File: src/rtl/serial_pkg.sv
// Shared types and constants for the serial link (deserializer and serializer side).
package serial_pkg;
  typedef enum logic [1:0] {IDLE, START, DATA, STOP} state_t;

  localparam int CLK_DIV_DEFAULT = 100;
  localparam int WORD_W_DEFAULT  = 8;
  localparam int MEM_DEPTH       = 62500;
endpackage

File: src/rtl/sync_2ff.sv
// Two-flop synchronizer for an asynchronous single-bit input; resets to RST_VAL.
module sync_2ff #(
  parameter logic RST_VAL = 1'b1
) (
  input  logic clock,
  input  logic reset,
  input  logic d,
  output logic q
);
  logic meta;

  always_ff @(posedge clock) begin
    if (reset) begin
      meta <= RST_VAL;
      q    <= RST_VAL;
    end else begin
      meta <= d;
      q    <= meta;
    end
  end
endmodule

File: src/rtl/serial_deserializer.sv
// Start/stop framed serial receiver: mid-bit sampling, LSB-first data, one-cycle
// done / frame_err pulses.
import serial_pkg::*;

module serial_deserializer #(
  parameter int CLK_DIV = CLK_DIV_DEFAULT,
  parameter int WORD_W  = WORD_W_DEFAULT
) (
  input  logic              clock,
  input  logic              reset,
  input  logic              enable,
  input  logic              serial_in,
  output logic [WORD_W-1:0] data_out,
  output logic              done,
  output logic              frame_err,
  output logic              busy
);
  localparam int CW   = $clog2(CLK_DIV);
  localparam int BW   = $clog2(WORD_W + 1);
  localparam int HALF = CLK_DIV / 2;

  localparam logic [CW-1:0] CNT_HALF = CW'(HALF - 1);
  localparam logic [CW-1:0] CNT_FULL = CW'(CLK_DIV - 1);
  localparam logic [BW-1:0] LAST_BIT = BW'(WORD_W - 1);

  state_t            state;
  logic [CW-1:0]     cnt;
  logic [BW-1:0]     bit_idx;
  logic [WORD_W-1:0] shreg;
  logic              rx_s;

  sync_2ff #(.RST_VAL(1'b1)) u_sync (
    .clock (clock),
    .reset (reset),
    .d     (serial_in),
    .q     (rx_s)
  );

  assign busy = (state != IDLE);

  always_ff @(posedge clock) begin
    if (reset) begin
      state     <= IDLE;
      cnt       <= '0;
      bit_idx   <= '0;
      shreg     <= '0;
      data_out  <= '0;
      done      <= 1'b0;
      frame_err <= 1'b0;
    end else begin
      done      <= 1'b0;
      frame_err <= 1'b0;
      if (!enable) begin
        // Dropping enable abandons any partial word without reporting it.
        state   <= IDLE;
        cnt     <= '0;
        bit_idx <= '0;
        shreg   <= '0;
      end else begin
        case (state)
          IDLE: begin
            if (!rx_s) begin
              state <= START;
              cnt   <= '0;
            end
          end
          START: begin
            if (cnt == CNT_HALF) begin
              cnt     <= '0;
              bit_idx <= '0;
              state   <= rx_s ? IDLE : DATA;
            end else begin
              cnt <= cnt + CW'(1);
            end
          end
          DATA: begin
            if (cnt == CNT_FULL) begin
              cnt   <= '0;
              shreg <= {rx_s, shreg[WORD_W-1:1]};
              if (bit_idx == LAST_BIT) begin
                bit_idx <= '0;
                state   <= STOP;
              end else begin
                bit_idx <= bit_idx + BW'(1);
              end
            end else begin
              cnt <= cnt + CW'(1);
            end
          end
          STOP: begin
            if (cnt == CNT_FULL) begin
              cnt   <= '0;
              state <= IDLE;
              if (rx_s) begin
                data_out <= shreg;
                done     <= 1'b1;
              end else begin
                frame_err <= 1'b1;
              end
            end else begin
              cnt <= cnt + CW'(1);
            end
          end
          default: state <= IDLE;
        endcase
      end
    end
  end
endmodule

File: config.mk
export PLATFORM = sky130hd
export DESIGN_NAME = serial_deserializer
export DESIGN_NICKNAME = d
export VERILOG_FILES = /design/src/rtl/serial_pkg.sv /design/src/rtl/sync_2ff.sv /design/src/rtl/serial_deserializer.sv
export SDC_FILE = /design/constraint.sdc
export NUM_CORES = 1
export LEC_CHECK = 0
export ABC_AREA = 1
export CORE_MARGIN = 8
export CORE_UTILIZATION = 56
export DETAILED_ROUTE_END_ITERATION = 8
export PLACE_DENSITY = 0.78
export SETUP_SLACK_MARGIN = 0.2
export SYNTH_ARGS = -nofsm -noshare
export SYNTH_HDL_FRONTEND = slang
export SYNTH_SLANG_ARGS = --single-unit
File: constraint.sdc
create_clock -name clock -period 2.9 [get_ports clock]
set_input_delay 0.29 -clock clock [delete_from_list [all_inputs] [get_ports clock]]
set_output_delay 0.29 -clock clock [all_outputs]
set_load 0.01 [all_outputs]
Yosys cells after proc, flatten, opt, wreduce, memory -nomap -nowiden
Cells that the tools add are included.

word-level totals
  flip-flop bits (word level) = 33

cells by class
  add/sub/neg operators = 2
  equal/unequal tests = 11
  bitwise logic cells = 3
  muxes and demuxes = 17
  reductions and logical operators = 10

operator list
  kind                                                             count
  7-bit 2-to-1 mux                                                 3
  7-bit one-hot mux with 3 select lines                            1
  2-bit 2-to-1 mux                                                 6
  4-bit 2-to-1 mux                                                 3
  2-bit inequality test, second input constant                     5
  2-bit one-hot mux with 4 select lines                            1
  4-bit one-hot mux with 2 select lines                            1
  7-bit by 1-bit adder with 7-bit output, second input constant    1
  7-bit by 6-bit == test with 1-bit output, second input constant  1
  7-bit == test, second input constant                             1
  5-bit AND reduction                                              1
  4-bit by 1-bit adder with 4-bit output, second input constant    1
  2-bit == test, second input constant                             2
  4-bit by 3-bit == test with 1-bit output, second input constant  1
  4-bit AND reduction                                              1
  2-bit nonzero test                                               2
  2-bit OR reduction                                               2
  4-bit OR reduction                                               1
  1-bit inverter                                                   3
  3-bit AND reduction                                              1
  2-bit by 1-bit == test with 1-bit output, second input constant  1
  2-bit logical NOT                                                1
  1-bit 2-to-1 mux                                                 2
  2-bit AND reduction                                              1

Logic depth before layout (Yosys ltp)
Gate-level depths: netlist of the first run.

  depth in word-level cells = 4
  gate-level depth with buffers = 9

Modules after synthesis
A second synthesis of the first run with hierarchy kept.

unflattened totals
  cell total of the unflattened synthesis = 208
  area total of the unflattened synthesis = 1,640.3 µm²

by module, submodules not included
  module               cells an instance  area each (µm²)  instances
  serial_deserializer  201                1,581.5          1
  sync_2ff             7                  58.8             1

Worst setup path after synthesis of the first run
Ideal clock, no wire load.

  path kind = register -> register
  start point = register cnt[0]
  end point = register bit_idx[2]
  buffers on the path = 1
  setup time = 0.132 ns
  setup slack = 1.579 ns
  data arrival time = 1.189 ns
  cell stages (with the launch flop) = 8
  clock period less this slack = 1.321 ns
  path through = dfxtp_1 -> ha_1 -> nand2_1 -> nor2_1 -> nand3_1 -> buf_2 -> nand3_1 -> a21oi_1

between the ends
  cells in the longest elaborated chain, start to end = 3
  elaborated cells on any way between the ends = 5
  classes of those cells = eq/ne (4); reduce/logical (1)

ends and longest elaborated chain
  element                                                                           RTL line                                              text
  start: declaration                                                                serial_deserializer.sv:27                             logic [CW-1:0] cnt;
  start signal: assignment                                                          serial_deserializer.sv:73                             cnt <= cnt + CW'(1);
  start signal: assignment                                                          serial_deserializer.sv:87                             cnt <= cnt + CW'(1);
  start signal: assignment                                                          serial_deserializer.sv:101                            cnt <= cnt + CW'(1);
  7-bit == test / 7-bit by 6-bit == test with 1-bit output (equally long branches)  serial_deserializer.sv:77, serial_deserializer.sv:68
  2-bit inequality test (no line)                                                   n/a
  3-bit AND reduction (no line) (*)                                                 n/a
  end signal: assignment                                                            serial_deserializer.sv:84                             bit_idx <= bit_idx + BW'(1);
  end: declaration                                                                  serial_deserializer.sv:28                             logic [BW-1:0] bit_idx;

Mark *: on every way between the ends. The rest lies on a longest branch, timed or not.
A chain may end at the register's enable or synchronous reset.

==> flow_summary.json, run 1 <==
{
  "grt-ovfl-total": 0,
  "drcViolationCount": 0,
  "coreArea_um2": 2760,
  "outcome": "finished clean",
  "cts_hold_buf": 0,
  "yosysSeqAreaShare": 0.406,
  "reg2reg_slack_ns": 1.05,
  "worstHoldPathCells": 1,
  "hold_viol": 0,
  "gp_congestion": 0.837,
  "avgSynthCellArea_um2": 7.27,
  "dp_cells": 261,
  "start_kind": "register",
  "hold_start": "u_sync.meta",
  "grt_pass1_wl_mm": 5.48,
  "dieArea_um2": 4890,
  "n_antenna_cell": 0,
  "setup_viol": 0,
  "drt_iter0_markers": 119,
  "arrival_ns": 1.59,
  "fmax_ghz": 0.532,
  "fp.dieW_um": 69.9,
  "cts_made_buffers": 5,
  "layout_commonest_cell": "nand2_1",
  "grt_setup_unrepaired": "no",
  "cts_setup_buffers": 0,
  "rr_endpoint": "bit_idx[3]",
  "wirelength_mm": 3.27,
  "r2r_start": "cnt[0]",
  "fin_crit_sh": 0.648,
  "synth_cell_types": 25,
  "dp_hpwl_mm": 2.41,
  "synthFlopType": "dfxtp_1",
  "layout_common_cells": "57 x nand2_1, 33 x dfxtp_1, 28 x nand3_1",
  "ff2ff_path_depth": 8,
  "fin_nets": 245,
  "synth_seq_cells": 33,
  "cts_tree": "built",
  "areaGrowthSynthToFinish_pct": 10.4,
  "yosysWarnings": 0,
  "grt_pass1_vias": 1232,
  "crit_path_max_incr_delay_ns": 0.55,
  "max_slew.worst_pin.slew_ns": 0.488,
  "clock-root-buffer": "clkbuf_4",
  "synthArstFlopShare": 0,
  "synth.cell_area_um2": 1630,
  "end_kind": "output port",
  "firstDrtPassIters": 5,
  "io_buffer_count": 14,
  "post_drt_via_cell_ratio": 5.40,
  "cp_cell_sequence": "inv_2 > nand2_1 > clkdlybuf4s50_1",
  "wl_per_cell_um": 12.3,
  "clkLatencyLatePin_ns": 0.33,
  "cts_buffer_depth": 2,
  "cp_max_fo": 9,
  "clock_skew_ns": 0.00472,
  "maxSlewHeadroom": 0.674,
  "hold_class": "reg -> reg",
  "min_period_ns": 1.88,
  "fp.dieH_um": 69.9,
  "fin_setup_tns_ns": 0,
  "maxCapViolCount": 0,
  "cts.clk_slew.worst_paths_ns": 0.09,
  "drv_slew": 0,
  "synth-edff-count": 0,
  "grt_max_degree": 20,
  "io_pins": 15,
  "antenna_found_initial": 0,
  "whs_endpoint": "u_sync.q",
  "grtUsageTotal": 0.135,
  "slowest_stage": "dfxtp_1",
  "p_per_area_nw_per_um2": 391,
  "ir_drop_mv": 0.341,
  "rows": 19,
  "crit_type": "reg -> out",
  "cts_resized": 0,
  "cts.sinks": 33,
  "start_util": 0.591,
  "instances_no_fill": 267,
  "netlist_instances": 224,
  "p_leak_nw": 0.751,
  "required_ns": 2.61,
  "layout-drive-gt1-share": 0.0932,
  "cts_max_level": 2,
  "ant_nets": 0,
  "synth_fp_nets": 232,
  "num_vias": 1441
}
[cell usage after synthesis, types with 3 or more instances]
library cell	count	area, um2
inv_2	3	11.3
nor3_1	4	20.0
nor2_2	3	18.8
xor2_1	3	26.3
ha_1	4	50.1
buf_2	3	15.0
nand3_1	28	140
a21oi_1	22	110
dfxtp_1	33	661
nand2_1	57	214
inv_1	22	82.6
nand4_1	10	62.6
or2_2	3	18.8
nor2_1	12	45.0
[cells by family (layout without fill, tap and decap cells)]
kind of cell / count (synthesis) / count (layout) / share of synthesized area
buffers and inverters: 34 / 46 / 0.0945
AND/OR/NAND/NOR: 124 / 124 / 0.372
adder cells (fa/ha/maj): 4 / 4 / 0.0307
AO/OA/AOI/OAI: 26 / 26 / 0.0814
flip-flops: 33 / 33 / 0.406
XOR/XNOR: 3 / 3 / 0.0161
[how the worst max path moves through the flow]
| stage | to | slack, ns |
|---|---|---|
| 6_report | busy | 1.02 |
| 5_1_grt | bit_idx[1] | 0.88 |
| 4_1_cts | busy | 1.01 |
| 3_5_place_dp | state[0] | 0.87 |
| 3_3_place_gp | state[0] | 0.93 |
| 2_1_floorplan | bit_idx[2] | 1.58 |
[final cells by class]
class / count / area, um2
clock inverter: 1 / 5.00
multi-input combinational: 157 / 815
inverter: 25 / 93.8
sequential: 33 / 661
clock buffer: 5 / 37.5
timing repair buffer: 15 / 148
fill: 242 / 960
tap: 31 / 38.8
[sequential cells by signal, summed over array words and instances, names as in the netlist, named ones only]
name and flops:
u_sync.meta 1, state 1, frame_err 1, shreg 8
data_out 8, cnt 7, bit_idx 4, done 1
u_sync.q 1
[worst max-delay path: cells and delay by family, from the launching register on]
kind                   cells  cell delay [ns]
and+or+nand+nor            1             0.10
DFF                        1             0.55
buffers and inverters      2             0.61
[routing by layer]
layer	vias to the layer above	GRT usage	share of wire
met5	-	0	0
met1	646	0.167	0.50
li1	756	-	-
met3	4	0.0508	0.056
met2	35	0.198	0.43
met4	0	0.0670	0.012
[where the power goes]
part / switching (mW) / total, mW / internal, mW
clock network: 0.138 / 0.222 / 0.0839
registers: 0.00140 / 0.456 / 0.455
logic: 0.0168 / 0.0254 / 0.00855
[metrics by stage]
step	utilization	area [um2]	total power [mW]	worst slack (ns)	hold WS, ns
CTS	0.652	1800	0.710	1.01	0.435
finish	0.652	1800	0.703	1.02	0.429
global placement	0.637	1760	0.492	0.932	0.400
detailed placement	0.637	1760	0.492	0.875	0.412
global route	0.652	1800	0.738	0.884	0.472
floorplan	-	1630	0.484	1.58	0.389
(Power assumes the default switching activity.)
==> run 2: changes to the inputs <==
--- a/config.mk
+++ b/config.mk
@@ -7,9 +7,9 @@
 export LEC_CHECK = 0
 export ABC_AREA = 1
 export CORE_MARGIN = 8
-export CORE_UTILIZATION = 56
+export CORE_UTILIZATION = 50
 export DETAILED_ROUTE_END_ITERATION = 8
-export PLACE_DENSITY = 0.78
+export PLACE_DENSITY = 0.74
 export SETUP_SLACK_MARGIN = 0.2
 export SYNTH_ARGS = -nofsm -noshare
 export SYNTH_HDL_FRONTEND = slang
==> constraint.sdc (replaced) <==
create_clock -name clock -period 1.6 [get_ports clock]
set_input_delay 0.16 -clock clock [delete_from_list [all_inputs] [get_ports clock]]
set_output_delay 0.16 -clock clock [all_outputs]
set_load 0.01 [all_outputs]
==> flow_summary.json, run 2 (same netlist as run 1, synthesis figures left out) <==
{
  "hold_class": "in -> reg",
  "p_int_mw": 1.22,
  "reg2reg_slack_ns": 0.21,
  "antenna_found_initial": 0,
  "maxSlewHeadroom": 0.783,
  "post_drt_via_cell_ratio": 5.20,
  "p_per_area_nw_per_um2": 751,
  "dp_cells": 284,
  "firstDrtPassIters": 4,
  "drv_slew": 0,
  "combinationalPowerShare": 0.039,
  "drt_iter0_markers": 86,
  "start_kind": "register",
  "fin_setup_tns_ns": 0,
  "fmax_ghz": 0.720,
  "min_period_ns": 1.39,
  "register_area_um2": 677,
  "fillers": 268,
  "fin_crit_sh": 0.868,
  "coreArea_um2": 3080,
  "cp_max_fo": 5,
  "grt_pass1_wl_mm": 6.27,
  "grtUsageTotal": 0.151,
  "cts_hold_buf": 0,
  "cts_buffer_depth": 2,
  "cts_tree": "built",
  "start_util": 0.529,
  "multi_input_area_um2": 902,
  "cts.sinks": 33,
  "dieArea_um2": 5340,
  "n_antenna_cell": 0,
  "grt-ovfl-total": 0,
  "cp_cell_sequence": "inv_1 > ha_1 > inv_1 > nor2_4 > nand3_4 > nand2_2 > nand2_4 > o21ai_1 > inv_1",
  "wl_met1_mm": 1.80,
  "power.net_switching_mw": 0.342,
  "end_kind": "register",
  "clkLatencyLatePin_ns": 0.35,
  "highest_layer": "met4",
  "clock_skew_ns": 0.0161,
  "clock-root-buffer": "clkbuf_4",
  "num_vias": 1535,
  "areaGrowthSynthToFinish_pct": 27.3,
  "io_pins": 15,
  "io_buffer_count": 14,
  "grt_pass1_vias": 1415,
  "cts_made_buffers": 5,
  "clkPwrFrac": 0.433,
  "dp_hpwl_mm": 2.57,
  "crit_type": "reg -> reg",
  "wirelength_mm": 4.04,
  "required_ns": 1.86,
  "gp_congestion": 0.888,
  "maxCapViolCount": 0,
  "grt_setup_unrepaired": "yes",
  "seqPwrFrac": 0.528,
  "p_sw_frac": 0.220,
  "fin_nets": 258,
  "layout-drive-gt1-share": 0.215,
  "crit_path_max_incr_delay_ns": 0.39,
  "fp.dieH_um": 73.1,
  "met2_length_mm": 1.99,
  "instances_no_fill": 295,
  "cpMostUsedCell": "inv_1",
  "layout_commonest_cell": "nand2_1",
  "max_slew.worst_pin.slew_ns": 0.325,
  "largestRegisters": "data_out x8, shreg x8, cnt x7",
  "rows": 20,
  "arrival_ns": 1.65,
  "hold_viol": 0,
  "p_leak_nw": 0.961,
  "ant_nets": 0,
  "grt_max_degree": 16,
  "drcViolationCount": 0,
  "cts_max_level": 2,
  "cts.clk_slew.worst_paths_ns": 0.11,
  "outcome": "finished clean",
  "slowest_stage": "dfxtp_4",
  "wl_per_cell_um": 13.7,
  "routed-wl-met3_um": 142,
  "setup_viol": 0,
  "fp.dieW_um": 73.1,
  "ir_drop_mv": 0.550,
  "layout_common_cells": "54 x nand2_1, 26 x nand3_1, 26 x dfxtp_1"
}
## run 2: area by class of cell
cell class	instances	share of cell area
Clock buffer	7	0.0265
Clock inverter	1	0.0145
Inverter	25	0.0452
Multi-Input combinational cell	157	0.435
Sequential cell	33	0.326
Tap cell	44	0.0265
Timing Repair Buffer	28	0.126
## run 2: power by group through the flow
stage | Combinational [mW] | Clock, mW | Sequential, mW
final | 0.0605 | 0.674 | 0.823
after global routing | 0.0656 | 0.722 | 0.824
after CTS | 0.0563 | 0.681 | 0.827
after global placement | 0.0568 | 0 | 0.846
after floorplan | 0.0313 | 0 | 0.845
after detailed placement | 0.0565 | 0 | 0.846
## run 2: through the flow
stage | total power, mW | area (um2) | utilization | hold slack (ns) | setup WS, ns
after detailed placement | 0.902 | 1850 | 0.600 | 0.413 | 0.135
final | 1.56 | 2070 | 0.674 | 0.372 | 0.211
after CTS | 1.56 | 1950 | 0.634 | 0.370 | 0.204
after global routing | 1.61 | 2070 | 0.674 | 0.352 | 0.105
after floorplan | 0.877 | 1630 | - | 0.264 | 0.279
after global placement | 0.903 | 1850 | 0.600 | 0.412 | 0.181
## run 2: worst paths after layout
check              startpoint     endpoint  cells after the start
setup / recovery       cnt[1]       cnt[0]                      9
hold / removal      serial_in  u_sync.meta                      2
setup reg to reg       cnt[1]       cnt[0]                      9
hold reg to reg   u_sync.meta     u_sync.q                      1
## run 2: timing repair
action | 4_1_cts | 5_1_grt
pin swaps | 1 | 10
setup endpoints to repair | 28 | 32
resized for setup | 10 | 31
setup buffers | 1 | 2
## run 2: critical path, delay by kind of cell (launching register included)
family	cells	cell delay, ns
simple gates	4	0.43
flops	1	0.39
buf+inv	3	0.19
fa+ha+maj	1	0.16
compound gates	1	0.13
## run 2: per-layer routing
layer | vias up | track usage
li1 | 784 | -
met3 | 8 | 0.0453
met2 | 29 | 0.243
met5 | - | 0
met4 | 0 | 0.0822
met1 | 714 | 0.172
